==> src/rtl/vmicro16_alu_branch_unit.sv <==
// Execute-stage block for vmicro16: combinational 16-bit ALU, CMP-loaded {N,Z,C,V}
// flags register and the branch-condition evaluator that drives PC select.
module vmicro16_alu_branch_unit (
  input  logic        clk,
  input  logic        reset,
  input  logic [4:0]  op,
  input  logic [15:0] a,
  input  logic [15:0] b,
  output logic [15:0] c,
  input  logic [7:0]  cond,
  output logic [3:0]  flags,
  output logic        en
);

  localparam int DATA_W = 16;

  localparam logic [4:0] OP_MOV  = 5'h04;
  localparam logic [4:0] OP_MOVI = 5'h05;
  localparam logic [4:0] OP_ADD  = 5'h06;
  localparam logic [4:0] OP_SUB  = 5'h07;
  localparam logic [4:0] OP_AND  = 5'h08;
  localparam logic [4:0] OP_OR   = 5'h09;
  localparam logic [4:0] OP_XOR  = 5'h0A;
  localparam logic [4:0] OP_NOT  = 5'h0B;
  localparam logic [4:0] OP_LSL  = 5'h0C;
  localparam logic [4:0] OP_LSR  = 5'h0D;
  localparam logic [4:0] OP_ASR  = 5'h0E;
  localparam logic [4:0] OP_CMP  = 5'h19;

  localparam logic [7:0] BR_U  = 8'h00;
  localparam logic [7:0] BR_E  = 8'h01;
  localparam logic [7:0] BR_NE = 8'h02;
  localparam logic [7:0] BR_G  = 8'h03;
  localparam logic [7:0] BR_GE = 8'h04;
  localparam logic [7:0] BR_L  = 8'h05;
  localparam logic [7:0] BR_LE = 8'h06;
  localparam logic [7:0] BR_S  = 8'h07;
  localparam logic [7:0] BR_NS = 8'h08;

  logic signed [DATA_W-1:0] a_s;
  logic        [DATA_W-1:0] diff;
  logic        [DATA_W:0]   sum_ext;
  logic                     flag_n, flag_z, flag_c, flag_v;

  assign a_s     = a;
  assign diff    = a - b;
  assign sum_ext = {1'b0, a} + {1'b0, b};

  // The carry flag deliberately comes from a+b, not from the subtraction.
  assign flag_n = diff[DATA_W-1];
  assign flag_z = (diff == '0);
  assign flag_c = sum_ext[DATA_W];
  assign flag_v = (a[DATA_W-1] != b[DATA_W-1]) && (diff[DATA_W-1] != a[DATA_W-1]);

  always_comb begin
    c = '0;
    case (op)
      OP_MOV, OP_MOVI: c = b;
      OP_ADD:          c = sum_ext[DATA_W-1:0];
      OP_SUB:          c = diff;
      OP_AND:          c = a & b;
      OP_OR:           c = a | b;
      OP_XOR:          c = a ^ b;
      OP_NOT:          c = ~a;
      OP_LSL:          c = a << b[3:0];
      OP_LSR:          c = a >> b[3:0];
      OP_ASR:          c = a_s >>> b[3:0];
      OP_CMP:          c = {12'h000, flag_n, flag_z, flag_c, flag_v};
      default:         c = '0;
    endcase
  end

  // Flags register stage: loaded only by CMP, reset has priority.
  always_ff @(posedge clk) begin
    if (reset)
      flags <= 4'b0000;
    else if (op == OP_CMP)
      flags <= c[3:0];
  end

  logic f_n, f_z, f_v;
  assign f_n = flags[3];
  assign f_z = flags[2];
  assign f_v = flags[0];

  always_comb begin
    en = 1'b0;
    case (cond)
      BR_U:    en = 1'b1;
      BR_E:    en = f_z;
      BR_NE:   en = !f_z;
      BR_G:    en = !f_z && (f_n == f_v);
      BR_GE:   en = (f_n == f_v);
      BR_L:    en = (f_n != f_v);
      BR_LE:   en = f_z || (f_n != f_v);
      BR_S:    en = f_n;
      BR_NS:   en = !f_n;
      default: en = 1'b0;
    endcase
  end

endmodule

==> config.mk <==
export PLATFORM = sky130hd
export DESIGN_NAME = vmicro16_alu_branch_unit
export DESIGN_NICKNAME = d
export VERILOG_FILES = /design/src/rtl/vmicro16_alu_branch_unit.sv
export SDC_FILE = /design/constraint.sdc
export NUM_CORES = 1
export LEC_CHECK = 0
export ABC_AREA = 1
export BUFFER_PORTS_ARGS = -buffer_cell sky130_fd_sc_hd__buf_2
export CORE_AREA = 2 2 105 107
export DETAILED_ROUTE_END_ITERATION = 7
export DIE_AREA = 0 0 107 109
export SLEW_MARGIN = 20
export SYNTH_ARGS = -nofsm -noshare
export SYNTH_HDL_FRONTEND = slang
export SYNTH_SLANG_ARGS = --single-unit
==> constraint.sdc <==
create_clock -name clk -period 2.87 [get_ports clk]
set_input_delay 0 -clock clk [delete_from_list [all_inputs] [get_ports clk]]
set_output_delay 0 -clock clk [all_outputs]
set_load 0.01 [all_outputs]
==> Yosys cells after proc, flatten, opt, wreduce, memory -nomap -nowiden <==
Index checks and enable logic that the tools add are counted.
{ "totals": {"regBits": 4, "output_inout_bits": 21, "word_cells": 44, "input_bits": 47} }
{ "classes": {"bitwise_logic": 4, "n_shift": 3, "muxes": 2, "eq_ne": 24, "n_reduce_logical": 8, "addsub": 2} }
{ "op_table": {"columns": ["operator", "n"], "rows": [
  ["$pmux W16 S11", 1],
  ["$eq A5 B4 Y1 const B", 7],
  ["$eq A8 B3 Y1 const B", 4],
  ["$eq A5 B3 Y1 const B", 4],
  ["$add A16 B16 Y17", 1],
  ["$and A16 B16 Y16", 1],
  ["$eq A8 B2 Y1 const B", 2],
  ["$logic_not A16 Y1", 1],
  ["$not A16 Y16", 1],
  ["$or A16 B16 Y16", 1],
  ["$shl A16 B4 Y16", 1],
  ["$shr A16 B4 Y16", 1],
  ["$sshr A16 B4 Y16", 1],
  ["$sub A16 B16 Y16", 1],
  ["$xor A16 B16 Y16", 1],
  ["$pmux W1 S9", 1],
  ["$eq A8 B1 Y1 const B", 1],
  ["$eq A8 B4 Y1 const B", 1],
  ["$logic_not A8 Y1", 1],
  ["$eq A5 B5 Y1 const B", 1],
  ["$ne A1 B1 Y1", 3],
  ["$logic_and A1 B1 Y1", 2],
  ["$logic_not A1 Y1", 2],
  ["$reduce_or A2 Y1", 1],
  ["other kinds (2)", 2]
]} }

==> Longest topological paths before layout <==
{ "depth": {"ltp_word": 4, "mapped_depth": 18, "mapped_depth_nobuf": 16} }

==> Worst setup path before layout <==
No wires, ideal clock.
{ "synth_timing": {"kind": "input -> register", "start": "input port b[2]", "end": "register flags[2]", "stages": 18, "arrival_time_ns": 1.751, "setup_ns": 0.070, "t_required_ns": 2.800, "path_slack_ns": 1.049, "path_buffers": 3, "path_cell_list": "inv_1 buf_2 buf_2 ha_1 buf_6 nor2_2 nand2_1 nand2_1 nand2_1 nand2_1 nand2_1 nand2_1 nand2_1 nand2_2 nand2_1 nor2_1 nand4_1 a21oi_1"} }
{ "synth_via": {"elab_chain_cells": 3, "word_cells_on_any_way": 10, "classes_between": "add/sub (2); shift (3); mux (1); bitwise (3); reduce/logical (1)"} }
{ "synth_rtl": {"columns": ["element", "line", "rtl"], "rows": [
  ["start: declaration", "8", "input logic [15:0] b,"],
  ["$sub A16 B16 Y16", "46", "assign diff = a - b;"],
  ["$logic_not A16 Y1", "51", "assign flag_z = (diff == '0);"],
  ["$pmux W16 S11 (*)", "57", "case (op)"],
  ["end signal: assignment", "78", "flags <= c[3:0];"],
  ["end: declaration", "11", "output logic [3:0] flags,"]
]} }
Every way passes the cells marked *; elsewhere a longest branch is shown, timed or not.
A chain may end at the register's enable or synchronous reset.

==> Worst setup path in the final report <==
{ "layout_timing": {"start": "input port a[2]", "end": "output port c[3]"} }
{ "layout_via": {"elab_chain_cells": 2, "word_cells_on_any_way": 6, "classes_between": "add/sub (2); shift (3); mux (1)"} }
{ "layout_rtl": {"columns": ["element", "line", "rtl"], "rows": [
  ["start: declaration", "7", "input logic [15:0] a,"],
  ["$sub A16 B16 Y16 (tied with other cells)", "46", null],
  ["$pmux W16 S11 (*)", "57", null],
  ["end: declaration", "9", "output logic [15:0] c,"]
]} }
Marked as above.

==> impl_results.rst <==
.. list-table::
   :header-rows: 1

   * - Metric
     - Value
   * - Outcome
     - finished, final reports clean
   * - Highest clock rate
     - 438 MHz
   * - Number of register bits inferred by synthesis
     - 4
   * - Total power consumption of the routed design
     - 1.05 mW
   * - Final routed wire length divided by cell count
     - 18.7 um
   * - Hold Buf Count CTS
     - 0
   * - Proportion of netlist area held by the largest area contributor
     - 22.7%
   * - Synth cell types
     - 53
   * - Ys async rst share
     - 0%
   * - Sum of negative setup slack
     - 0 ps
   * - Num ports
     - 68
   * - TritonCTS clock tree
     - done
   * - Largest cells by area after synthesis
     - nand2_1 (23%), ha_1 (13%), inv_1 (9.4%)
   * - Final routed DRC violation total
     - 0
   * - Top flip-flop cell by instance count after synthesis
     - dfxtp_1
   * - Worst Hold Margin
     - 18.2 ps
   * - Initial antenna violation count
     - 0
   * - Final-report max-slew violation count
     - 0
   * - Finish-stage setup viols
     - 0
   * - Number of buffers inserted by port buffering
     - 67
   * - Post-CTS setup repair buffer count
     - 0
   * - Placer Congestion
     - 1.01
   * - Wire length of the first global-routing pass
     - 30800 um
   * - Critical-path maximum fanout
     - 8
   * - Cell area power density
     - 205 nW/um2
   * - Overflow after GRT
     - 0
   * - Cell type contributing the most total cell area after synthesis
     - nand2_1
   * - Post-layout minimum cycle time
     - 2280 ps
   * - Number of instances in the synthesized netlist
     - 891
   * - Pin count of the biggest net entering global routing
     - 39
   * - Fraction of power consumed by the clock network
     - 12.4%
   * - Final net count
     - 1040
   * - Type of destination of the critical path
     - output port
   * - Synth warnings
     - 0
   * - Synth Net Count
     - 988
   * - Required time at the worst-slack endpoint
     - 2870 ps
   * - Total global-route track usage
     - 34.0%
   * - Cell Count Post-Placement
     - 1078
   * - Total wire length after detailed routing
     - 20200 um
   * - Post-synthesis instance area
     - 4660 um2
   * - Remaining antenna violation count after routing
     - 0
   * - Half-perimeter wire length of the detailed placement result
     - 16600 um
   * - Category of the most critical setup path
     - in2out
   * - Max Buffers Root-to-Sink
     - 2
   * - Unrepaired setup endpoints after global routing
     - no
   * - Worst slew pin tran
     - 807 ps
   * - Register with the most flip-flops
     - flags
   * - Part of the total power dissipated in sequential elements
     - 5.5%
   * - Register area share after synthesis
     - 1.72%
   * - Startpoint kind of the worst setup timing path
     - primary input
   * - Horizontal extent of the die
     - 107 um
   * - Comb power frac
     - 82.1%
   * - Post-cts gate resize count
     - 0
   * - DRT iter0 DRCs
     - 641
   * - Class of the worst hold path
     - in2reg
   * - Synthesis-to-finish area growth
     - 9.38%
   * - Fraction of power spent switching nets
     - 60.7%
   * - Post-route fraction of the period consumed by the critical path
     - 79.5%
   * - Die height
     - 109 um
   * - Core Rows
     - 38
   * - Core box area
     - 10600 um2
   * - Starting density of the core
     - 43.9%
   * - Area of placed instances
     - 5050 um2
   * - Master cell of the clock root buffer
     - clkbuf_8
   * - Count of flip-flops with a built-in enable after synthesis
     - 0
   * - Top post-synthesis cells by count
     - nand2_1 (281), inv_1 (116), nor2_1 (69), nand3_1 (67), a21oi_1 (56)
   * - Leakage power
     - 2.77 nW
   * - Clock transition at path regs
     - 40 ps
   * - Vias in the first global route
     - 5689
   * - Syn Area/Cell
     - 5.23 um2
   * - Reported net switching power
     - 635 uW
   * - Top-count cell post-synth
     - nand2_1
   * - Final setup skew
     - 0 ps
   * - Number of levels in the clock H-tree
     - 1
   * - CTS sink count
     - 4
   * - Max reg flops
     - 4
   * - Max Cap Violations
     - 0
   * - Die Area
     - 11700 um2
   * - Fin. Hold Viols
     - 0
   * - Headroom to the max-slew limit
     - 46.1%
   * - VDD IR-drop max
     - 0.0827 mV
   * - Ratio of routed vias to standard cells
     - 5.76
   * - Via count
     - 6225
   * - Share of cells above drive strength 1
     - 13.0%
   * - Signal arrival time at the worst endpoint
     - 2280 ps
   * - Number of clock buffers inserted by TritonCTS
     - 3
   * - Clock latency on the worst-skew pair
     - 230 ps
   * - # diodes
     - 0
   * - Non-filler cells in the finished layout
     - 1081
   * - Layout Cell Area excl Fill
     - 5090 um2
   * - Total iterations of the first detailed-routing run
     - 5
   * - Total internal power
     - 411 uW
   * - Top Registers
     - flags: 4 flops
[cell families after synthesis]
family / share of synthesized area [%]
buffers and inverters: 14.7
XOR/XNOR: 0.941
AO/OA/AOI/OAI: 25.1
AND/OR/NAND/NOR: 43.3
adder cells (fa/ha/maj): 13.8
flip-flops: 1.72
multiplexers: 0.430
[power groups by stage]
| stage | registers [mW] | clock network (mW) | logic (mW) |
|---|---|---|---|
| 6_report | 0.0573 | 0.129 | 0.859 |
| 5_1_grt | 0.0573 | 0.133 | 0.947 |
| 4_1_cts | 0.0573 | 0.127 | 0.837 |
| 3_5_place_dp | 0.0581 | 0 | 0.833 |
| 3_3_place_gp | 0.0581 | 0 | 0.838 |
| 2_1_floorplan | 0.0581 | 0 | 0.573 |
[per-stage QoR]
step                setup slack [ps]  util, %
global route                     469     48.0
global placement                 662     47.6
detailed placement               671     47.6
finish                           588     48.0
floorplan                       1050        -
CTS                              661     48.0
[placed cells by master, fill, tap and decap left out, types with 14 or more instances in the layout]
cell / count
a21oi_1: 56
buf_2: 67
ha_1: 48
inv_1: 116
nand2_1: 281
nand3_1: 67
nand4_1: 14
nor2_1: 69
nor3_1: 15
o21ai_0: 54
o21ai_1: 16
o22ai_1: 24
[final cells by class]
cell class                 instances  area, um2
clock buffer                       3       41.3
inverter                         130        488
fill                            1222       5510
tap                              140        175
multi-input combinational        726       3890
timing repair buffer              78        418
sequential                         4       80.1
[path summary, 6_finish.rpt]
path                                             from                     to  slack (ps)  cells past startpoint
worst min-delay path                            reset  flags[3]$_SDFFE_PP0N_          20                      2
worst max register to register  flags[2]$_SDFFE_PP0N_  flags[2]$_SDFFE_PP0N_        2170                      2
worst min register to register  flags[1]$_SDFFE_PP0N_  flags[1]$_SDFFE_PP0N_         490                      2
worst max-delay path                             a[2]                   c[3]         590                     15
[per-layer routing]
layer / vias up / GRT usage (%) / wire [um]
met5: - / 0 / 0
met4: 0 / 10.4 / 581
met3: 44 / 4.90 / 1950
met2: 323 / 56.5 / 9330
met1: 2811 / 45.7 / 8360
li1: 3047 / - / -
[worst max-delay path: stages]
cell       delay (ps)
buf_2             170
inv_1              80
ha_1              490
inv_2             100
a21oi_1           140
nand2_1           170
nand2_1           120
nand2_1            80
nand2_1           110
nand3_1            90
nand2_2           140
inv_2              60
nand2_1           130
o2111ai_1         200
buf_2             190
Note: power is estimated with default switching activity, not from simulation.
